$ cat src/rtl/multi_tick_gen.sv
// Multi-channel programmable tick generator: each channel divides clk by a runtime-loadable
// period and emits a registered 1-cycle tick, periodic or one-shot, with per-channel pause.
module multi_tick_gen #(
    parameter int unsigned    CHANNELS       = 4,
    parameter int unsigned    W              = 26,
    parameter logic [W-1:0]   DEFAULT_PERIOD = W'(49_999_999),
    localparam int unsigned   CW             = (CHANNELS > 1) ? $clog2(CHANNELS) : 1
) (
    input  logic                clk,
    input  logic                arst,
    input  logic [CHANNELS-1:0] en,
    input  logic [CHANNELS-1:0] mode,
    input  logic                load,
    input  logic [CW-1:0]       load_ch,
    input  logic [W-1:0]        load_period,
    input  logic [CW-1:0]       rd_ch,
    output logic [W-1:0]        rd_count,
    output logic [CHANNELS-1:0] tick,
    output logic [CHANNELS-1:0] busy
);

    localparam logic [0:0] RUN  = 1'b0;
    localparam logic [0:0] DONE = 1'b1;

    logic [W-1:0]        period_q [CHANNELS];
    logic [W-1:0]        period_d [CHANNELS];
    logic [W-1:0]        q_q      [CHANNELS];
    logic [W-1:0]        q_d      [CHANNELS];
    logic [0:0]          state_q  [CHANNELS];
    logic [0:0]          state_d  [CHANNELS];
    logic [CHANNELS-1:0] tick_q;
    logic [CHANNELS-1:0] tick_d;
    logic [W-1:0]        rd_count_q;
    logic [W-1:0]        rd_count_d;
    logic [CHANNELS-1:0] load_hit;

    // An out-of-range load_ch simply matches no channel, so such loads are dropped.
    always_comb begin
        load_hit = '0;
        for (int unsigned i = 0; i < CHANNELS; i++) begin
            load_hit[i] = load && (32'(load_ch) == i);
        end
    end

    always_comb begin
        // NOTE: every output of this block gets a default first, so no path can infer a latch.
        tick_d = '0;
        for (int unsigned i = 0; i < CHANNELS; i++) begin
            period_d[i] = period_q[i];
            q_d[i]      = q_q[i];
            state_d[i]  = state_q[i];

            if (load_hit[i]) begin
                period_d[i] = load_period;
                q_d[i]      = '0;
                state_d[i]  = RUN;
            end else if (state_q[i] == DONE) begin
                // A finished one-shot re-arms only after its enable has been dropped once.
                q_d[i] = '0;
                if (!en[i]) begin
                    state_d[i] = RUN;
                end
            end else if (!en[i]) begin
                q_d[i] = q_q[i];
            end else if (q_q[i] == period_q[i]) begin
                q_d[i]    = '0;
                tick_d[i] = 1'b1;
                if (mode[i]) begin
                    state_d[i] = DONE;
                end
            end else begin
                q_d[i] = q_q[i] + 1'b1;
            end
        end
    end

    always_comb begin
        rd_count_d = '0;
        for (int unsigned i = 0; i < CHANNELS; i++) begin
            if (32'(rd_ch) == i) begin
                rd_count_d = q_q[i];
            end
        end
    end

    always_comb begin
        busy = '0;
        for (int unsigned i = 0; i < CHANNELS; i++) begin
            busy[i] = en[i] && (state_q[i] == RUN);
        end
    end

    // NOTE: the per-channel arrays are working registers, not RAM, so they are all reset.
    always_ff @(posedge clk or posedge arst) begin
        if (arst) begin
            for (int unsigned i = 0; i < CHANNELS; i++) begin
                period_q[i] <= DEFAULT_PERIOD;
                q_q[i]      <= '0;
                state_q[i]  <= RUN;
            end
            tick_q     <= '0;
            rd_count_q <= '0;
        end else begin
            // NOTE: non-blocking assignments so every flop samples the pre-edge values.
            for (int unsigned i = 0; i < CHANNELS; i++) begin
                period_q[i] <= period_d[i];
                q_q[i]      <= q_d[i];
                state_q[i]  <= state_d[i];
            end
            tick_q     <= tick_d;
            rd_count_q <= rd_count_d;
        end
    end

    assign tick     = tick_q;
    assign rd_count = rd_count_q;

endmodule

$ cat config.mk
export PLATFORM = sky130hd
export DESIGN_NAME = multi_tick_gen
export DESIGN_NICKNAME = d
export VERILOG_FILES = /design/src/rtl/multi_tick_gen.sv
export SDC_FILE = /design/constraint.sdc
export NUM_CORES = 1
export LEC_CHECK = 0
export CAP_MARGIN = 10
export CORE_MARGIN = 4
export CORE_UTILIZATION = 60
export CTS_CLUSTER_DIAMETER = 30
export DETAILED_ROUTE_END_ITERATION = 10
export PLACE_DENSITY = 0.78
export SLEW_MARGIN = 20
export SYNTH_ARGS = -nofsm -noshare
export SYNTH_HDL_FRONTEND = slang
export SYNTH_SLANG_ARGS = --single-unit
$ cat constraint.sdc
create_clock -name clk -period 11.4 [get_ports clk]
set_input_delay 3.42 -clock clk [delete_from_list [all_inputs] [get_ports clk]]
set_output_delay 3.42 -clock clk [all_outputs]
set_load 0.02 [all_outputs]
; After elaboration in Yosys (flattened, before gate mapping)
; Index checks and enable logic that the tools add are counted.
[totals]
reg_bits = 242
latchBits = 0
mem_bits_rw = 0
romBits = 0
in_bits = 41
memories = 0
[classes]
addsub = 4
multipliers = 0
div = 0
magnitude_cmp = 0
n_eq_ne = 10
shifts = 0
mux = 60
bitwise = 4
reduce_logical = 14
[ops]
columns = op, count
row1 = 2-to-1 mux 26 bit, 20
row2 = "adder 26 x 1 -> 26 bit, second input constant", 4
row3 = == test 26 bit, 4
row4 = 2-to-1 mux 1 bit, 40
row5 = nonzero test 3 bit, 4
row6 = "== test 2 bit, second input constant", 4
row7 = logical AND 1 bit, 8
row8 = "== test 2 x 1 -> 1 bit, second input constant", 2
row9 = logical NOT 2 bit, 2
row10 = NOT 1 bit, 4

; Longest topological paths before layout
[depth]
ltp_word = 5
ltp_mapped = 8

; Worst setup path after synthesis
; OpenSTA, ideal clock, no wires.
[synth_timing]
path_type = input -> output
start = input port en[3]
end = output port busy[3]
t_arrival_ps = 3810
t_required_ps = 7980
slack_ps = 4170
stages = 1
cell_sequence = nor2b_1
[synth_between]
elab_chain_cells = 1
[synth_rtl]
columns = item, line
row1 = from (decl), 11  ; input logic [CHANNELS-1:0] en,
row2 = logical AND 1 bit, 89  ; busy[i] = en[i] && (state_q[i] == RUN);
row3 = to (decl), 19  ; output logic [CHANNELS-1:0] busy
; No other way between the ends.

; Final worst setup path
; Same ends and word-level chain as after synthesis.

==> results.txt <==
The number of pins with negative max-slew slack in the final report was 0. The simple-gate share of the synthesized area came out at 0.188. In the final design database the tool counted 1293 nets.

The mapped netlist covers 12600 sq um. At the end of routability-driven placement, the weighted congestion stood at 0.953. The number of filler cells placed in the layout is 1383.

The I/O pin total was 75; the starting DRC count in detailed routing was 1027. Setup repair after global routing left no endpoint under its margin. The cell with the largest stage delay on the worst path was clkdlybuf4s50_1. The total clock buffers created by CTS was 49.

The maximum number of pins on one net before global-route repair is 107. The run gives 17.1 ps as the final setup skew. The H-tree was split into 2 levels. The path class of the tightest hold or removal check is flip-flop to flip-flop. The floorplan has 52 rows. In this run the static leakage power is 6.20 nW. Final HPWL from detailed placement: 24300 microns. Net count after synthesis: 1230. The core region is 20400 sq um. First-pass GRT wire length: 57000 microns. The count of maximum capacitance violations is 0, and the fraction of power consumed by sequential logic is 0.378. After technology mapping, the gate count stands at 1185. At the pin with the least slew margin, the transition time is 1030 ps. Counting I/O delays and the setup requirement, the final critical path takes 8210 ps. The clock passes through at most 3 buffers.

Yosys printed 0 warnings. The tools report the headroom to the max-slew limit as 0.313. The remaining global-route overflow is 0.

Area overhead of the layout relative to synthesis: 20.3%. Derived from the worst setup path, the maximum achievable clock frequency is 122 MHz. The switching part of the total is 0.256, and the fraction of the mapped netlist area in compound gates is 0.0773. Yosys mapped a number of flops with a built-in enable equal to 0.

By startpoint and endpoint, the worst setup path is classified as input pin to output port. The worst setup path is launched from an input pin. During placement, the flow inserted port buffers numbering 74.

Adding up every negative setup slack in the final design gives 0 ps. The number of flip-flops and latches in the synthesized netlist was 242; the internal power was 2.10 mW. The number of global-route vias before repair came out at 9900.

For this design the total switching power over the nets is 0.720 mW. Dividing total power by cell area gives a power density of 186 nW/um^2. Among all flip-flop cells after synthesis, the most frequent one is dfrtp_1. STA puts the critical path data arrival time at 4790 ps. The element type at the critical path end was an output port. The tools report the required arrival time at the worst endpoint as 7980 ps. TritonCTS built the clock tree. The multiplexer share of the synthesized area is 0.121, and the worst-case vdd ir drop is 150 uV. Clock latency on the worst-skew pair, taken at its later pin, is 540 ps. The initial antenna violation count is 0, and the xor/xnor share of the synthesized area is 0.0842. Post-route fraction of the period consumed by the critical path: 0.720. CTS saw 242 sinks. Once detail routing completed, the nets flagged for antenna violations numbered 0. The combinational share of power was 0.105; the fraction of final layout cells sized beyond drive strength 1 was 0.234. Measured along the x axis, the die boundary spans 153 microns. In the post-route analysis, the smallest setup slack over all paths is 3190 ps. Proportion of register bits with asynchronous set or reset after synthesis: 1.00.

The DRC violations left is 0, and the number of cells upsized or downsized after cts is 0. After synthesis, the mean cell area works out to 10.6 sq um. For the power share of the clock group, the log shows 0.516. For this design, the CTS-stage hold fixing added 0 buffers.

The floorplan step defined a die boundary enclosing 23400 sq um. The tools report the combined global-route utilization of all metal layers as 0.313. The run gives 0.616 as the effective utilization at floorplan.

The run gives 9983 as the routed via count. The clock tree root driver cell is clkbuf_16. Measured along the y axis, the die boundary spans 153 microns. The pre-antenna-repair detailed-routing pass consisted of 5 iterations. The tools report the sequential-to-total area share from yosys stat as 0.488.

The run finished with clean final reports. Most frequent cell on the critical path: clkdlybuf4s50_1. After synthesis, the largest family of logic cells by area is simple AND/OR/NAND/NOR gates. The clock transition at the register clock pins on the worst setup and hold paths after CTS was 50 ps; the post-detailed-routing wire length was 36400 microns. The run gives 0 as the post-CTS setup buffer count. Walking the worst path, the cells encountered are clkdlybuf4s50_1, nor2b_1, clkdlybuf4s50_1. Synthesis instantiated 56 different standard cells from the library. The worst hold path passes through 2 cells. The mean routed wirelength per cell works out to 23.4 microns. The run gives 3200 ps as the pre-CTS setup slack. Number of endpoints with negative hold slack in the final report: 0. Setup violations remaining at the end of the flow were counted as 0. The adder and majority cell fraction of the synthesized area was 0.00398; the top fanout value on the critical path was 3. Counting cells, the worst reg-to-reg path comes to 6.

Detailed-route vias per instance: 6.40. The largest incremental delay on the critical path is 640 ps, and the number of diodes is 0.
worst max-delay path: cells and delay by family:
| family | cells | cell delay (ps) |
|---|---|---|
| buffers and inverters | 2 | 1160 |
| and+or+nand+nor | 1 | 220 |
layer usage:
metal  track usage  wire length (microns)  share of wire
met1         0.423                  14300           0.39
met2         0.478                  16500           0.45
met3        0.0662                   3630           0.10
met4         0.168                   2020          0.055
met5             0                      0              0
cells in the mapped netlist, drive strengths merged, types with 32 or more instances:
| library cell | count | area [sq um] |
|---|---|---|
| dfstp | 72 | 1890 |
| o21ai | 42 | 210 |
| nor2 | 39 | 149 |
| buf | 38 | 225 |
| xor2 | 33 | 289 |
| nand2 | 182 | 683 |
| mux2 | 78 | 878 |
| dfrtp | 170 | 4250 |
| a21oi | 32 | 164 |
| nand4 | 43 | 275 |
| xnor2 | 88 | 771 |
| nand3 | 77 | 385 |
| clkbuf | 38 | 145 |
logic make-up after synthesis:
family | after synthesis
AOI/OAI and AO/OA | 141
xor gates and xnor gates | 121
adders and majority gates | 4
buffers and inverters | 102
DFF | 242
muxes | 110
and+or+nand+nor | 465
metrics by stage:
stage / util / area [sq um] / cells / total power, mW / hold slack (ps)
2_1_floorplan: - / 12600 / 1185 / 1.26 / 446
3_3_place_gp: 0.657 / 13400 / 1467 / 1.35 / 454
3_5_place_dp: 0.657 / 13400 / 1467 / 1.37 / 456
4_1_cts: 0.741 / 15100 / 1559 / 2.83 / 464
5_1_grt: 0.741 / 15100 / 1559 / 2.92 / 476
6_report: 0.741 / 15100 / 1559 / 2.82 / 465
final timing paths:
kind	slack (ps)	end	start
max in group asynchronous	6770	q_q[17]$_DFFE_PP0P_	arst
setup reg to reg	8460	q_q[93]$_DFFE_PP0P_	q_q[96]$_DFFE_PP0P_
min in group asynchronous	3420	tick[1]$_DFF_PP0_	arst
hold reg to reg	460	period_q[14]$_DFFE_PP1P_	period_q[14]$_DFFE_PP1P_
hold / removal	460	period_q[14]$_DFFE_PP1P_	period_q[14]$_DFFE_PP1P_
setup / recovery	3190	busy[3]	en[3]
cell type report:
class / count / area (sq um) / area share
flip-flops and latches: 242 / 6150 / 0.406
multi-input cells: 841 / 5990 / 0.396
clock buffers: 61 / 1360 / 0.0901
repair buffers: 88 / 845 / 0.0558
clock inverters: 31 / 348 / 0.0230
well taps: 270 / 338 / 0.0223
inverters: 26 / 105 / 0.00694
power by group through the flow:
stage / Sequential, mW / Clock [mW] / Combinational [mW]
after floorplan: 1.05 / 0 / 0.213
after detailed placement: 1.07 / 0 / 0.293
after global routing: 1.08 / 1.52 / 0.323
final: 1.07 / 1.45 / 0.297
after global placement: 1.07 / 0 / 0.285
after CTS: 1.06 / 1.46 / 0.297
placed cells by master, fill, tap and decap left out, types with 23 or more instances in the layout:
cell	n
a21oi_1	31
and3_1	26
clkbuf_16	51
clkdlybuf4s50_1	73
dfrtp_1	170
dfstp_2	72
inv_1	25
mux2_2	78
mux4_2	26
nand2_1	182
nand3_1	77
nand4_1	42
nor2_1	38
o21ai_0	42
o311ai_0	23
or3_1	23
xnor2_1	88
xor2_1	33
sequential cells by signal (all words and copies together) (netlist names):
| signal | count |
|---|---|
| period_q | 104 |
| q_q | 104 |
| rd_count | 26 |
| state_q | 4 |
| tick | 4 |
(Power assumes the default switching activity.)
